File: src/rtl/mini_alu_core_pkg.sv
// Shared definitions for the mini ALU core: opcodes and instruction field layout.
// Field positions are functions of ADDR_W so every user derives them the same way.
package mini_alu_core_pkg;

    localparam int OP_W       = 4;
    localparam int KEY_W      = 8;
    localparam int VGA_ADDR_W = 16;

    typedef enum logic [OP_W-1:0] {
        OP_NOP  = 4'd0,
        OP_STO  = 4'd1,
        OP_BLE  = 4'd2,
        OP_BGE  = 4'd3,
        OP_JMP  = 4'd4,
        OP_ADD  = 4'd5,
        OP_SUB  = 4'd6,
        OP_INC  = 4'd7,
        OP_AND  = 4'd8,
        OP_OR   = 4'd9,
        OP_CALL = 4'd10,
        OP_RET  = 4'd11,
        OP_VGA  = 4'd12,
        OP_KEY  = 4'd13
    } op_e;

    // Instruction = {op, dst, src1, src0}
    function automatic int insn_w(input int aw);
        return OP_W + 3 * aw;
    endfunction

    function automatic int src1_lsb(input int aw);
        return aw;
    endfunction

    function automatic int dst_lsb(input int aw);
        return 2 * aw;
    endfunction

    function automatic int op_lsb(input int aw);
        return 3 * aw;
    endfunction

endpackage

File: src/rtl/mini_alu_core_if.sv
// Bus bundle between the core and its ROM, register file, video memory and keyboard.
// core = the sequencer side, sys = the surrounding memories/peripherals.
interface mini_alu_core_if #(
    parameter int DATA_W = 16,
    parameter int ADDR_W = 8,
    parameter int IP_W   = 16,
    parameter int RGB_W  = 3
);
    localparam int INSN_W = 4 + 3 * ADDR_W;

    logic [IP_W-1:0]   oRomAddress;
    logic [INSN_W-1:0] iInstruction;
    logic [ADDR_W-1:0] oRfReadAddr0;
    logic [ADDR_W-1:0] oRfReadAddr1;
    logic [DATA_W-1:0] iRfData0;
    logic [DATA_W-1:0] iRfData1;
    logic              oRfWriteEnable;
    logic [ADDR_W-1:0] oRfWriteAddr;
    logic [DATA_W-1:0] oRfWriteData;
    logic              oVgaWriteEnable;
    logic [15:0]       oVgaWriteAddr;
    logic [RGB_W-1:0]  oVgaWriteData;
    logic              iKeyValid;
    logic [7:0]        iKey;
    logic              oKeyAck;
    logic              oStackErr;

    modport core (
        output oRomAddress, oRfReadAddr0, oRfReadAddr1, oRfWriteEnable, oRfWriteAddr,
               oRfWriteData, oVgaWriteEnable, oVgaWriteAddr, oVgaWriteData, oKeyAck, oStackErr,
        input  iInstruction, iRfData0, iRfData1, iKeyValid, iKey
    );

    modport sys (
        input  oRomAddress, oRfReadAddr0, oRfReadAddr1, oRfWriteEnable, oRfWriteAddr,
               oRfWriteData, oVgaWriteEnable, oVgaWriteAddr, oVgaWriteData, oKeyAck, oStackErr,
        output iInstruction, iRfData0, iRfData1, iKeyValid, iKey
    );

endinterface

File: src/rtl/mini_alu_return_stack.sv
// LIFO of return addresses. Push when full / pop when empty are ignored here;
// the core reports those as stack errors.
module mini_alu_return_stack #(
    parameter int DEPTH = 4,
    parameter int W     = 16
) (
    input  logic         clk,
    input  logic         rst_n,
    input  logic         push,
    input  logic         pop,
    input  logic [W-1:0] push_data,
    output logic [W-1:0] top,
    output logic         full,
    output logic         empty
);
    localparam int IDX_W = $clog2(DEPTH);
    localparam int PTR_W = IDX_W + 1;

    logic [PTR_W-1:0]          sp_q, sp_d, sp_m1;
    logic [DEPTH-1:0][W-1:0]   mem_q, mem_d;

    assign sp_m1 = sp_q - PTR_W'(1);
    assign full  = (sp_q == PTR_W'(DEPTH));
    assign empty = (sp_q == '0);
    assign top   = mem_q[sp_m1[IDX_W-1:0]];

    always_comb begin
        mem_d = mem_q;
        sp_d  = sp_q;
        if (push && !full) begin
            mem_d[sp_q[IDX_W-1:0]] = push_data;
            sp_d = sp_q + PTR_W'(1);
        end else if (pop && !empty) begin
            sp_d = sp_m1;
        end
    end

    always_ff @(posedge clk or negedge rst_n) begin
        if (!rst_n) begin
            sp_q  <= '0;
            mem_q <= '0;
        end else begin
            sp_q  <= sp_d;
            mem_q <= mem_d;
        end
    end

endmodule

File: src/rtl/mini_alu_core.sv
// Two-stage fetch/execute microsequencer: fetch addresses the ROM combinationally,
// execute decodes the registered instruction against registered RF read data.
module mini_alu_core #(
    parameter int DATA_W      = 16,
    parameter int ADDR_W      = 8,
    parameter int IP_W        = 16,
    parameter int STACK_DEPTH = 4,
    parameter int RGB_W       = 3
) (
    input  logic          Clock,
    input  logic          Reset,
    mini_alu_core_if.core bus
);
    import mini_alu_core_pkg::*;

    localparam int INSN_W = insn_w(ADDR_W);
    localparam int S1_LSB = src1_lsb(ADDR_W);
    localparam int DS_LSB = dst_lsb(ADDR_W);
    localparam int OP_LSB = op_lsb(ADDR_W);

    op_e               op_q, op_d;
    logic [ADDR_W-1:0] dst_q, dst_d, src1_q, src1_d, src0_q, src0_d;
    logic [IP_W-1:0]   ip_q, ip_d, pc_q, pc_d;
    logic              fwd0_q, fwd0_d, fwd1_q, fwd1_d;
    logic [DATA_W-1:0] res_q, res_d;
    logic              err_q, err_d;

    logic [ADDR_W-1:0] f_src0, f_src1, f_dst;
    logic [DATA_W-1:0] d0, d1, wr_data;
    logic [IP_W-1:0]   target, rom_addr, ret_addr, stk_top;
    logic              stall, taken, push, pop, wr_en, vga_en, key_ack;
    logic              stk_full, stk_empty;

    assign f_src0   = bus.iInstruction[0 +: ADDR_W];
    assign f_src1   = bus.iInstruction[S1_LSB +: ADDR_W];
    assign f_dst    = bus.iInstruction[DS_LSB +: ADDR_W];
    assign ret_addr = pc_q + IP_W'(1);

    mini_alu_return_stack #(.DEPTH(STACK_DEPTH), .W(IP_W)) u_stack (
        .clk       (Clock),
        .rst_n     (Reset),
        .push      (push),
        .pop       (pop),
        .push_data (ret_addr),
        .top       (stk_top),
        .full      (stk_full),
        .empty     (stk_empty)
    );

    // Execute-stage decode
    always_comb begin
        d0      = fwd0_q ? res_q : bus.iRfData0;
        d1      = fwd1_q ? res_q : bus.iRfData1;
        stall   = 1'b0;
        taken   = 1'b0;
        target  = IP_W'(dst_q);
        push    = 1'b0;
        pop     = 1'b0;
        wr_en   = 1'b0;
        wr_data = '0;
        vga_en  = 1'b0;
        key_ack = 1'b0;
        case (op_q)
            OP_STO:  begin wr_en = 1'b1; wr_data = DATA_W'({src1_q, src0_q}); end
            OP_BLE:  taken = (d1 <= d0);
            OP_BGE:  taken = (d1 >= d0);
            OP_JMP:  taken = 1'b1;
            OP_ADD:  begin wr_en = 1'b1; wr_data = d1 + d0; end
            OP_SUB:  begin wr_en = 1'b1; wr_data = d1 - d0; end
            OP_INC:  begin wr_en = 1'b1; wr_data = d1 + DATA_W'(1); end
            OP_AND:  begin wr_en = 1'b1; wr_data = d1 & d0; end
            OP_OR:   begin wr_en = 1'b1; wr_data = d1 | d0; end
            OP_CALL: begin taken = 1'b1; push = !stk_full; end
            OP_RET:  begin
                taken  = 1'b1;
                pop    = !stk_empty;
                target = stk_empty ? '0 : stk_top;
            end
            OP_VGA:  vga_en = 1'b1;
            OP_KEY:  begin
                if (bus.iKeyValid) begin
                    wr_en   = 1'b1;
                    wr_data = DATA_W'(bus.iKey);
                    key_ack = 1'b1;
                end else begin
                    stall = 1'b1;
                end
            end
            default: ;
        endcase
        rom_addr = taken ? target : ip_q;
    end

    // Fetch: capture the addressed instruction unless execute is stalled on KEY
    always_comb begin
        ip_d   = ip_q;
        pc_d   = pc_q;
        op_d   = op_q;
        dst_d  = dst_q;
        src1_d = src1_q;
        src0_d = src0_q;
        fwd0_d = fwd0_q;
        fwd1_d = fwd1_q;
        if (!stall) begin
            ip_d   = rom_addr + IP_W'(1);
            pc_d   = rom_addr;
            op_d   = op_e'(bus.iInstruction[OP_LSB +: OP_W]);
            dst_d  = f_dst;
            src1_d = f_src1;
            src0_d = f_src0;
            // RF read of this cycle misses the write landing at the same edge
            fwd0_d = wr_en && (f_src0 == dst_q);
            fwd1_d = wr_en && (f_src1 == dst_q);
        end
        res_d = wr_en ? wr_data : res_q;
        err_d = err_q | ((op_q == OP_CALL) && stk_full) | ((op_q == OP_RET) && stk_empty);
    end

    always_ff @(posedge Clock or negedge Reset) begin
        if (!Reset) begin
            ip_q   <= '0;
            pc_q   <= '0;
            op_q   <= OP_NOP;
            dst_q  <= '0;
            src1_q <= '0;
            src0_q <= '0;
            fwd0_q <= 1'b0;
            fwd1_q <= 1'b0;
            res_q  <= '0;
            err_q  <= 1'b0;
        end else begin
            ip_q   <= ip_d;
            pc_q   <= pc_d;
            op_q   <= op_d;
            dst_q  <= dst_d;
            src1_q <= src1_d;
            src0_q <= src0_d;
            fwd0_q <= fwd0_d;
            fwd1_q <= fwd1_d;
            res_q  <= res_d;
            err_q  <= err_d;
        end
    end

    assign bus.oRomAddress     = rom_addr;
    assign bus.oRfReadAddr0    = f_src0;
    assign bus.oRfReadAddr1    = f_src1;
    assign bus.oRfWriteEnable  = wr_en;
    assign bus.oRfWriteAddr    = dst_q;
    assign bus.oRfWriteData    = wr_data;
    assign bus.oVgaWriteEnable = vga_en;
    assign bus.oVgaWriteAddr   = {d1[7:0], d0[7:0]};
    assign bus.oVgaWriteData   = dst_q[RGB_W-1:0];
    assign bus.oKeyAck         = key_ack;
    assign bus.oStackErr       = err_q;

endmodule

File: src/flat_wrapper.sv
// flat-port wrapper written by rule: the top's interface ports become plain ports
module mini_alu_core_flat import mini_alu_core_pkg::*;
#(
    parameter int DATA_W      = 16,
    parameter int ADDR_W      = 8,
    parameter int IP_W        = 16,
    parameter int STACK_DEPTH = 4,
    parameter int RGB_W       = 3
)
  (Clock, Reset, bus_oRomAddress, bus_oRfReadAddr0, bus_oRfReadAddr1, bus_oRfWriteEnable, bus_oRfWriteAddr, bus_oRfWriteData, bus_oVgaWriteEnable, bus_oVgaWriteAddr, bus_oVgaWriteData, bus_oKeyAck, bus_oStackErr, bus_iInstruction, bus_iRfData0, bus_iRfData1, bus_iKeyValid, bus_iKey);
  mini_alu_core_if #(.DATA_W(DATA_W), .ADDR_W(ADDR_W), .IP_W(IP_W), .RGB_W(RGB_W)) bus_i ();
  input  logic Clock;
  input  logic Reset;
  output wire logic [$bits(bus_i.oRomAddress)-1:0] bus_oRomAddress;
  output wire logic [$bits(bus_i.oRfReadAddr0)-1:0] bus_oRfReadAddr0;
  output wire logic [$bits(bus_i.oRfReadAddr1)-1:0] bus_oRfReadAddr1;
  output wire logic [$bits(bus_i.oRfWriteEnable)-1:0] bus_oRfWriteEnable;
  output wire logic [$bits(bus_i.oRfWriteAddr)-1:0] bus_oRfWriteAddr;
  output wire logic [$bits(bus_i.oRfWriteData)-1:0] bus_oRfWriteData;
  output wire logic [$bits(bus_i.oVgaWriteEnable)-1:0] bus_oVgaWriteEnable;
  output wire logic [$bits(bus_i.oVgaWriteAddr)-1:0] bus_oVgaWriteAddr;
  output wire logic [$bits(bus_i.oVgaWriteData)-1:0] bus_oVgaWriteData;
  output wire logic [$bits(bus_i.oKeyAck)-1:0] bus_oKeyAck;
  output wire logic [$bits(bus_i.oStackErr)-1:0] bus_oStackErr;
  input wire logic [$bits(bus_i.iInstruction)-1:0] bus_iInstruction;
  input wire logic [$bits(bus_i.iRfData0)-1:0] bus_iRfData0;
  input wire logic [$bits(bus_i.iRfData1)-1:0] bus_iRfData1;
  input wire logic [$bits(bus_i.iKeyValid)-1:0] bus_iKeyValid;
  input wire logic [$bits(bus_i.iKey)-1:0] bus_iKey;
  assign bus_oRomAddress = bus_i.oRomAddress;
  assign bus_oRfReadAddr0 = bus_i.oRfReadAddr0;
  assign bus_oRfReadAddr1 = bus_i.oRfReadAddr1;
  assign bus_oRfWriteEnable = bus_i.oRfWriteEnable;
  assign bus_oRfWriteAddr = bus_i.oRfWriteAddr;
  assign bus_oRfWriteData = bus_i.oRfWriteData;
  assign bus_oVgaWriteEnable = bus_i.oVgaWriteEnable;
  assign bus_oVgaWriteAddr = bus_i.oVgaWriteAddr;
  assign bus_oVgaWriteData = bus_i.oVgaWriteData;
  assign bus_oKeyAck = bus_i.oKeyAck;
  assign bus_oStackErr = bus_i.oStackErr;
  assign bus_i.iInstruction = bus_iInstruction;
  assign bus_i.iRfData0 = bus_iRfData0;
  assign bus_i.iRfData1 = bus_iRfData1;
  assign bus_i.iKeyValid = bus_iKeyValid;
  assign bus_i.iKey = bus_iKey;
  mini_alu_core #(.DATA_W(DATA_W), .ADDR_W(ADDR_W), .IP_W(IP_W), .STACK_DEPTH(STACK_DEPTH), .RGB_W(RGB_W)) u_core (.Clock(Clock), .Reset(Reset), .bus(bus_i));
endmodule
File: config.mk
export PLATFORM = sky130hd
export DESIGN_NAME = mini_alu_core_flat
export DESIGN_NICKNAME = d
export VERILOG_FILES = /design/src/rtl/mini_alu_core_pkg.sv /design/src/rtl/mini_alu_core_if.sv /design/src/rtl/mini_alu_return_stack.sv /design/src/rtl/mini_alu_core.sv /design/src/flat_wrapper.sv
export SDC_FILE = /design/constraint.sdc
export NUM_CORES = 1
export LEC_CHECK = 0
export CAP_MARGIN = 10
export CORE_MARGIN = 4
export CORE_UTILIZATION = 50
export DETAILED_ROUTE_END_ITERATION = 16
export GPL_TIMING_DRIVEN = 0
export HOLD_SLACK_MARGIN = 0.1
export PLACE_DENSITY = 0.77
export SETUP_SLACK_MARGIN = 0.02
export SYNTH_ARGS = -nofsm -noshare
export SYNTH_HDL_FRONTEND = slang
export SYNTH_HIERARCHICAL = 1
export SYNTH_SLANG_ARGS = --single-unit
File: constraint.sdc
create_clock -name Clock -period 5.2 [get_ports Clock]
set_input_delay 1.3 -clock Clock [delete_from_list [all_inputs] [get_ports Clock]]
set_output_delay 1.3 -clock Clock [all_outputs]
set_load 0.02 [all_outputs]
Word-level counts from Yosys, hierarchy flattened
Cells that the tools add are included.
{"block": "totals", "latch_bits": 0, "out_inout_bits": 79, "rom_bits": 0, "inputBits": 71, "ff_bits": 146, "ram_bits": 0, "n_memories": 0}
{"block": "op_classes", "multipliers": 0, "shifts": 0, "n_bitwise": 4, "eq_ne": 16, "addsub": 7, "n_reduce_logical": 13, "n_div": 0, "order_cmp": 5, "muxes": 23}
{"op": "16-bit 2-to-1 mux", "count": 7}
{"op": "16-bit one-hot mux with 7 select lines", "count": 1}
{"op": "64-bit bitwise mux", "count": 1}
{"op": "16-bit by 1-bit adder with 16-bit output (second input constant)", "count": 3}
{"op": "16-bit binary-select mux with 2-bit select", "count": 1}
{"op": "16-bit demux with 2-bit select", "count": 1}
{"op": "4-bit equality test (second input constant)", "count": 6}
{"op": "16-bit adder", "count": 1}
{"op": "16-bit AND", "count": 1}
{"op": "4-bit by 3-bit equality test with 1-bit output (second input constant)", "count": 4}
{"op": "8-bit equality test", "count": 2}
{"op": "16-bit greater-or-equal comparator", "count": 1}
{"op": "16-bit less-or-equal comparator", "count": 1}
{"op": "16-bit bitwise OR", "count": 1}
{"op": "16-bit subtractor", "count": 1}
{"op": "4-bit by 2-bit equality test with 1-bit output (second input constant)", "count": 2}
{"op": "8-bit 2-to-1 mux", "count": 1}
{"op": "1-bit logical AND", "count": 7}
{"op": "1-bit 2-to-1 mux", "count": 7}
{"op": "2-bit by 3-bit < comparator with 1-bit output (second input constant)", "count": 2}
{"op": "3-bit 2-to-1 mux", "count": 2}
{"op": "6-bit OR reduction", "count": 1}
{"op": "4-bit by 1-bit equality test with 1-bit output (second input constant)", "count": 1}
{"op": "3-bit by 1-bit adder with 3-bit output (second input constant)", "count": 1}
{"op": "10 further kinds", "count": 12}

Depth between registers and ports, before layout
{"block": "depth", "word_depth": 7, "mapped_depth": 19, "mapped_depth_nobuf": 16}

By module
Netlist, hierarchy kept.
{"module": "mini_alu_core", "area_per_inst_um2": 7114.3, "instances": 1, "cells_per_inst": 872}
{"module": "mini_alu_return_stack", "area_per_inst_um2": 3220.6, "instances": 1, "cells_per_inst": 183}

Worst setup path before layout
Ideal clock, no wire load.
{"block": "synth_path", "kind": "input to output", "start": "input port bus_iRfData0[0]", "end": "output port bus_oRomAddress[0]", "t_arrival_ns": 4.507, "path_stages": 13, "path_buffers": 2, "setup_slack_ns": -0.607, "path_cell_list": "mux2i_1 > inv_1 > ha_1 > inv_1 > fa_1 > nor2b_1 > o311ai_2 > a211oi_1 > or4_4 > a31o_4 > buf_6 > clkbuf_1 > o21ai_0"}
{"block": "synth_between", "elab_chain_cells": 4, "elab_cells_between_ends": 5, "cone_classes": "2 x order compare; 3 x mux"}
{"element": "start: declaration", "line_no": "flat_wrapper.sv:26", "text": "input wire logic [$bits(bus_i.iRfData0)-1:0] bus_iRfData0;"}
{"element": "16-bit 2-to-1 mux (*)", "line_no": "mini_alu_core.sv:52", "text": "d0 = fwd0_q ? res_q : bus.iRfData0;"}
{"element": "named net bus_oVgaWriteAddr[0]", "line_no": "flat_wrapper.sv:21", "text": "output wire logic [$bits(bus_i.oVgaWriteAddr)-1:0] bus_oVgaWriteAddr;"}
{"element": "16-bit greater-or-equal comparator or 16-bit less-or-equal comparator (tied branches)", "line_no": "mini_alu_core.sv:66, mini_alu_core.sv:65"}
{"element": "1-bit one-hot mux with 3 select lines (*)", "line_no": "mini_alu_core.sv:63", "text": "case (op_q)"}
{"element": "16-bit 2-to-1 mux (*)", "line_no": "mini_alu_core.sv:91", "text": "rom_addr = taken ? target : ip_q;"}
{"element": "end: declaration", "line_no": "flat_wrapper.sv:14", "text": "output wire logic [$bits(bus_i.oRomAddress)-1:0] bus_oRomAddress;"}
The timed path passes the listed nets; every way through them passes the cells marked *.

Worst setup path after layout
{"block": "layout_path", "start": "input port bus_iRfData1[0]", "end": "output port bus_oRomAddress[3]"}
{"block": "layout_between", "elab_chain_cells": 4, "elab_cells_between_ends": 5, "cone_classes": "2 x order compare; 3 x mux"}
{"element": "start: declaration", "line_no": "flat_wrapper.sv:27", "text": "input wire logic [$bits(bus_i.iRfData1)-1:0] bus_iRfData1;"}
{"element": "16-bit 2-to-1 mux (*)", "line_no": "mini_alu_core.sv:53", "text": "d1 = fwd1_q ? res_q : bus.iRfData1;"}
{"element": "16-bit greater-or-equal comparator or 16-bit less-or-equal comparator (tied branches)", "line_no": "mini_alu_core.sv:66, mini_alu_core.sv:65"}
{"element": "1-bit one-hot mux with 3 select lines (*)", "line_no": "mini_alu_core.sv:63"}
{"element": "16-bit 2-to-1 mux (*)", "line_no": "mini_alu_core.sv:91"}
Mark *: on every way between the ends. The rest lies on a longest branch, timed or not.

==> tab_implementation.tex <==
\begin{tabular}{lr}
\hline
Metric & Value \\
\hline
\multicolumn{2}{l}{\textbf{Synth}} \\
Register bit total from synthesis & 146 \\
Synthesized area per cell & 9.80 µm² \\
Share of synthesized area occupied by flip-flops and latches & 0.354 \\
Synthesized netlist net count & 1199 \\
Count of synthesis-stage warnings from yosys & 6 \\
Syn Std Cell Area & 0.0103 mm² \\
Asr flop ratio synth & 1.00 \\
Number of synthesized flops with an enable pin & 0 \\
Distinct cell type count after synthesis & 73 \\
Number of standard cells after synthesis & 1055 \\
Dominant register cell in the synthesized netlist & dfrtp\_1 \\
\multicolumn{2}{l}{\textbf{Min path}} \\
Startpoint of the tightest hold check path & u\_core/src1\_q[5] \\
Worst hold path class & register to register \\
Terminating pin of the worst hold path & u\_core/src1\_q[5] \\
Number of cells on the worst hold path & 2 \\
\multicolumn{2}{l}{\textbf{Worst setup path}} \\
Most common cell type on the critical path & buf\_6 \\
Max incr delay on CP & 0.47 ns \\
CP max stage cell & or4\_4 \\
Launch point of the worst path & bus\_iRfData1[0] \\
Reg2reg end & u\_core/ip\_q[4] \\
Critical path class & primary input to output port \\
Startpoint type of the worst setup path & primary input \\
Worst-path fanout max & 4 \\
Cell breakdown of the critical path & buf\_6, mux2i\_4, ha\_4, inv\_2, fa\_2, nor2b\_4, o311ai\_4, a211oi\_2, or4\_4, a31oi\_4, buf\_6, buf\_12, buf\_6, mux2i\_4, buf\_6 \\
Reg2reg path depth & 23 \\
Reg-to-reg setup timing slack & 0.55 ns \\
CP endpoint kind & output port \\
FF-to-FF Start & u\_core/fwd1\_q \\
Critical Path AT & 4.26 ns \\
Critical Path RT & 3.90 ns \\
\multicolumn{2}{l}{\textbf{Routing}} \\
Detailed router's first-iteration violation count & 870 \\
Via count & 9611 \\
First-pass DRT Iterations & 5 \\
Remaining number of nets flagged by the antenna check after routing & 0 \\
Detail-routed via count per cell & 6.04 \\
Wirelength per Cell & 21.8 µm \\
DRT Wirelength & 34700 µm \\
Number of remaining DRC errors & 0 \\
\multicolumn{2}{l}{\textbf{Final layout}} \\
Utilization after layout & 0.716 \\
Share of post-route cells with drive strength above 1 & 0.326 \\
Diode count & 0 \\
\# nets final & 1452 \\
Signed area change from the synthesized netlist to the final layout & 40.7\% \\
Layout filler cell count & 1398 \\
Non-filler cells in the finished layout & 1591 \\
\multicolumn{2}{l}{\textbf{Die}} \\
Starting utilization of the core area & 0.509 \\
Floorplan die area & 0.0230 mm² \\
Die height & 152 µm \\
Chip width & 152 µm \\
Row count & 52 \\
Core area & 0.0203 mm² \\
I/O pin total & 150 \\
\multicolumn{2}{l}{\textbf{Clocking}} \\
Clk sink count & 146 \\
Maximum number of buffers from clock root to sink & 2 \\
Number of levels the H-tree was split into & 4 \\
Number of buffers inserted for hold repair after clock tree synthesis & 0 \\
CTS Buf Count & 17 \\
CTS tree & built \\
Clock insertion delay at the later pin of the skew report & 0.44 ns \\
Clock tree root buffer cell & clkbuf\_16 \\
Clock transition at the register clock pins on the worst setup and hold paths after CTS & 0.07 ns \\
\multicolumn{2}{l}{\textbf{Timing}} \\
Hold slack & 0.478 ns \\
Unrepaired setup endpoints after global routing & true \\
Final hold viol count & 0 \\
Final critical delay including setup and external delays & 5.56 ns \\
Final WS setup & -0.362 ns \\
Headroom to the max-slew limit & 0.417 \\
Worst Tran Pin Value & 0.875 ns \\
Pins over their slew limit & 0 \\
Share of the clock period used by the worst path & 1.07 \\
Worst Clk Skew & 0.0128 ns \\
Setup violations, final & 24 \\
Peak clock frequency supported by timing & 180 MHz \\
Total Negative Setup Slacks & -4.50 ns \\
\multicolumn{2}{l}{\textbf{GRT}} \\
Wire length of the first global-routing pass & 51100 µm \\
GRT Total Usage & 0.290 \\
Largest net degree at the start of global routing & 96 \\
Via count of the first global-routing pass & 9464 \\
GRT Residual Overflow & 0 \\
Initial antenna violation count & 0 \\
\multicolumn{2}{l}{\textbf{Flow run}} \\
\# Max-Cap Violations & 0 \\
\multicolumn{2}{l}{\textbf{Placement}} \\
Final weighted congestion of routability-driven global placement & 0.920 \\
Post-DP HPWL & 22400 µm \\
DP Cell Count & 1476 \\
IO buf count & 149 \\
\multicolumn{2}{l}{\textbf{Power}} \\
Peak supply drop & 0.359 mV \\
LEAKAGE & 6.56 nW \\
Total power divided by cell area & 351 mW/mm² \\
\multicolumn{2}{l}{\textbf{Run status}} \\
Failing checks & setup timing \\
Run status & finished with violations \\
\hline
\end{tabular}
[cell usage after synthesis (7+ instances only)]
cell type	number	area share
a21o_1	24	0.017
a21oi_1	55	0.027
a221oi_1	7	0.0059
a22oi_1	11	0.0080
and3_1	11	0.0067
buf_4	20	0.015
clkbuf_1	34	0.012
dfrtp_1	146	0.35
ha_1	71	0.086
inv_1	62	0.023
mux2_2	37	0.040
mux2_4	30	0.044
mux2i_1	37	0.036
mux4_2	16	0.035
nand2_1	139	0.050
nand2b_1	13	0.0079
nand3_1	21	0.010
nand4_1	15	0.0091
nor2_1	63	0.023
nor2b_1	7	0.0042
nor3_1	8	0.0039
o21ai_0	36	0.017
o21bai_1	10	0.0073
o31ai_1	10	0.0073
xnor2_1	55	0.047
xor2_1	13	0.011
[metrics by stage]
step	setup slack (ns)	instance area, µm²	total power [mW]
2_1_floorplan	-0.0330	10500	2.88
3_3_place_gp	-3.16	12400	3.43
3_5_place_dp	-1.44	12400	3.49
4_1_cts	-0.303	14000	4.94
5_1_grt	-0.401	14500	5.33
6_report	-0.362	14500	5.11
[where the power goes]
group | switching [mW] | internal [mW]
clock network | 0.592 | 0.643
registers | 0.280 | 1.43
logic | 1.09 | 1.07
total | 1.96 | 3.15
[how the worst max path moves through the flow]
stage | end | slack [ns] | cells after the start
floorplan | bus_oRomAddress[6] | -0.03 | 13
global placement | u_core/res_q[0] | -3.16 | 1
detailed placement | bus_oRfWriteData[15] | -1.44 | 13
CTS | bus_oRomAddress[6] | -0.30 | 15
global route | bus_oRomAddress[3] | -0.40 | 15
finish | bus_oRomAddress[3] | -0.36 | 15
[area by class of cell]
class                   count  area [µm²]  area share
plain buffers              61         433      0.0298
well taps                 270         338      0.0232
clock buffers              17         425      0.0292
multi-input cells         782        7060       0.486
clock inverters            15         164      0.0113
flip-flops and latches    146        3660       0.252
inverters                  63         239      0.0164
repair buffers            237        2220       0.153
[layer usage]
metal,part of all wire,GRT usage
met5,0,0
met3,0.092,0.0550
met2,0.48,0.501
met1,0.37,0.356
met4,0.053,0.122
[what timing repair did]
| item | in CTS | in global routing |
|---|---|---|
| pin swaps | 30 | 27 |
| endpoints found under the hold margin | 0 | 0 |
| cloned | 2 | 0 |
| resized for setup | 281 | 80 |
| buffers inserted | 58 | 29 |
| endpoints found under the setup margin | 39 | 33 |
[placed cells by master, fill, tap and decap left out, types with 16 or more instances in the layout]
| master | netlist | layout |
|---|---|---|
| a21o_1 | 24 | 24 |
| a21oi_1 | 55 | 45 |
| buf_4 | 20 | 100 |
| buf_6 | 2 | 30 |
| clkbuf_1 | 34 | 24 |
| clkbuf_16 | 0 | 18 |
| clkdlybuf4s50_1 | 0 | 107 |
| dfrtp_1 | 146 | 144 |
| ha_1 | 71 | 44 |
| ha_4 | 0 | 21 |
| inv_1 | 62 | 46 |
| inv_2 | 1 | 16 |
| mux2_2 | 37 | 36 |
| mux2_4 | 30 | 31 |
| mux2i_4 | 1 | 25 |
| mux4_2 | 16 | 16 |
| nand2_1 | 139 | 135 |
| nand3_1 | 21 | 21 |
| nor2_1 | 63 | 56 |
| o21ai_0 | 36 | 26 |
| xnor2_1 | 55 | 55 |
[registers in the layout (all words and copies together), names as in the netlist]
register and cells:
u_core/res_q 16, u_core/fwd0_q 1, u_core/pc_q 16, u_core/u_stack/mem_q 64
u_core/bus.oStackErr 1, u_core/bus.oRfWriteAddr 8, u_core/src0_q 8, u_core/fwd1_q 1
u_core/op_q 4, u_core/src1_q 8, u_core/ip_q 16, u_core/u_stack/sp_q 3
[critical path: cells and delay by family]
kind / cells / cell delay, ns
compound gates: 3 / 0.70
fa+ha+maj: 2 / 0.53
buf+inv: 6 / 0.65
mux: 2 / 0.47
simple gates: 2 / 0.62
[logic make-up (layout without fill, tap and decap cells)]
group | Yosys count | after routing | synth area share
muxes | 121 | 121 | 0.157
buffers and inverters | 127 | 393 | 0.0602
adders and majority gates | 73 | 73 | 0.0898
xor gates and xnor gates | 68 | 68 | 0.0576
DFF | 146 | 146 | 0.354
AOI/OAI and AO/OA | 205 | 205 | 0.137
and+or+nand+nor | 315 | 315 | 0.145
Power figures use the tool's default switching activity.
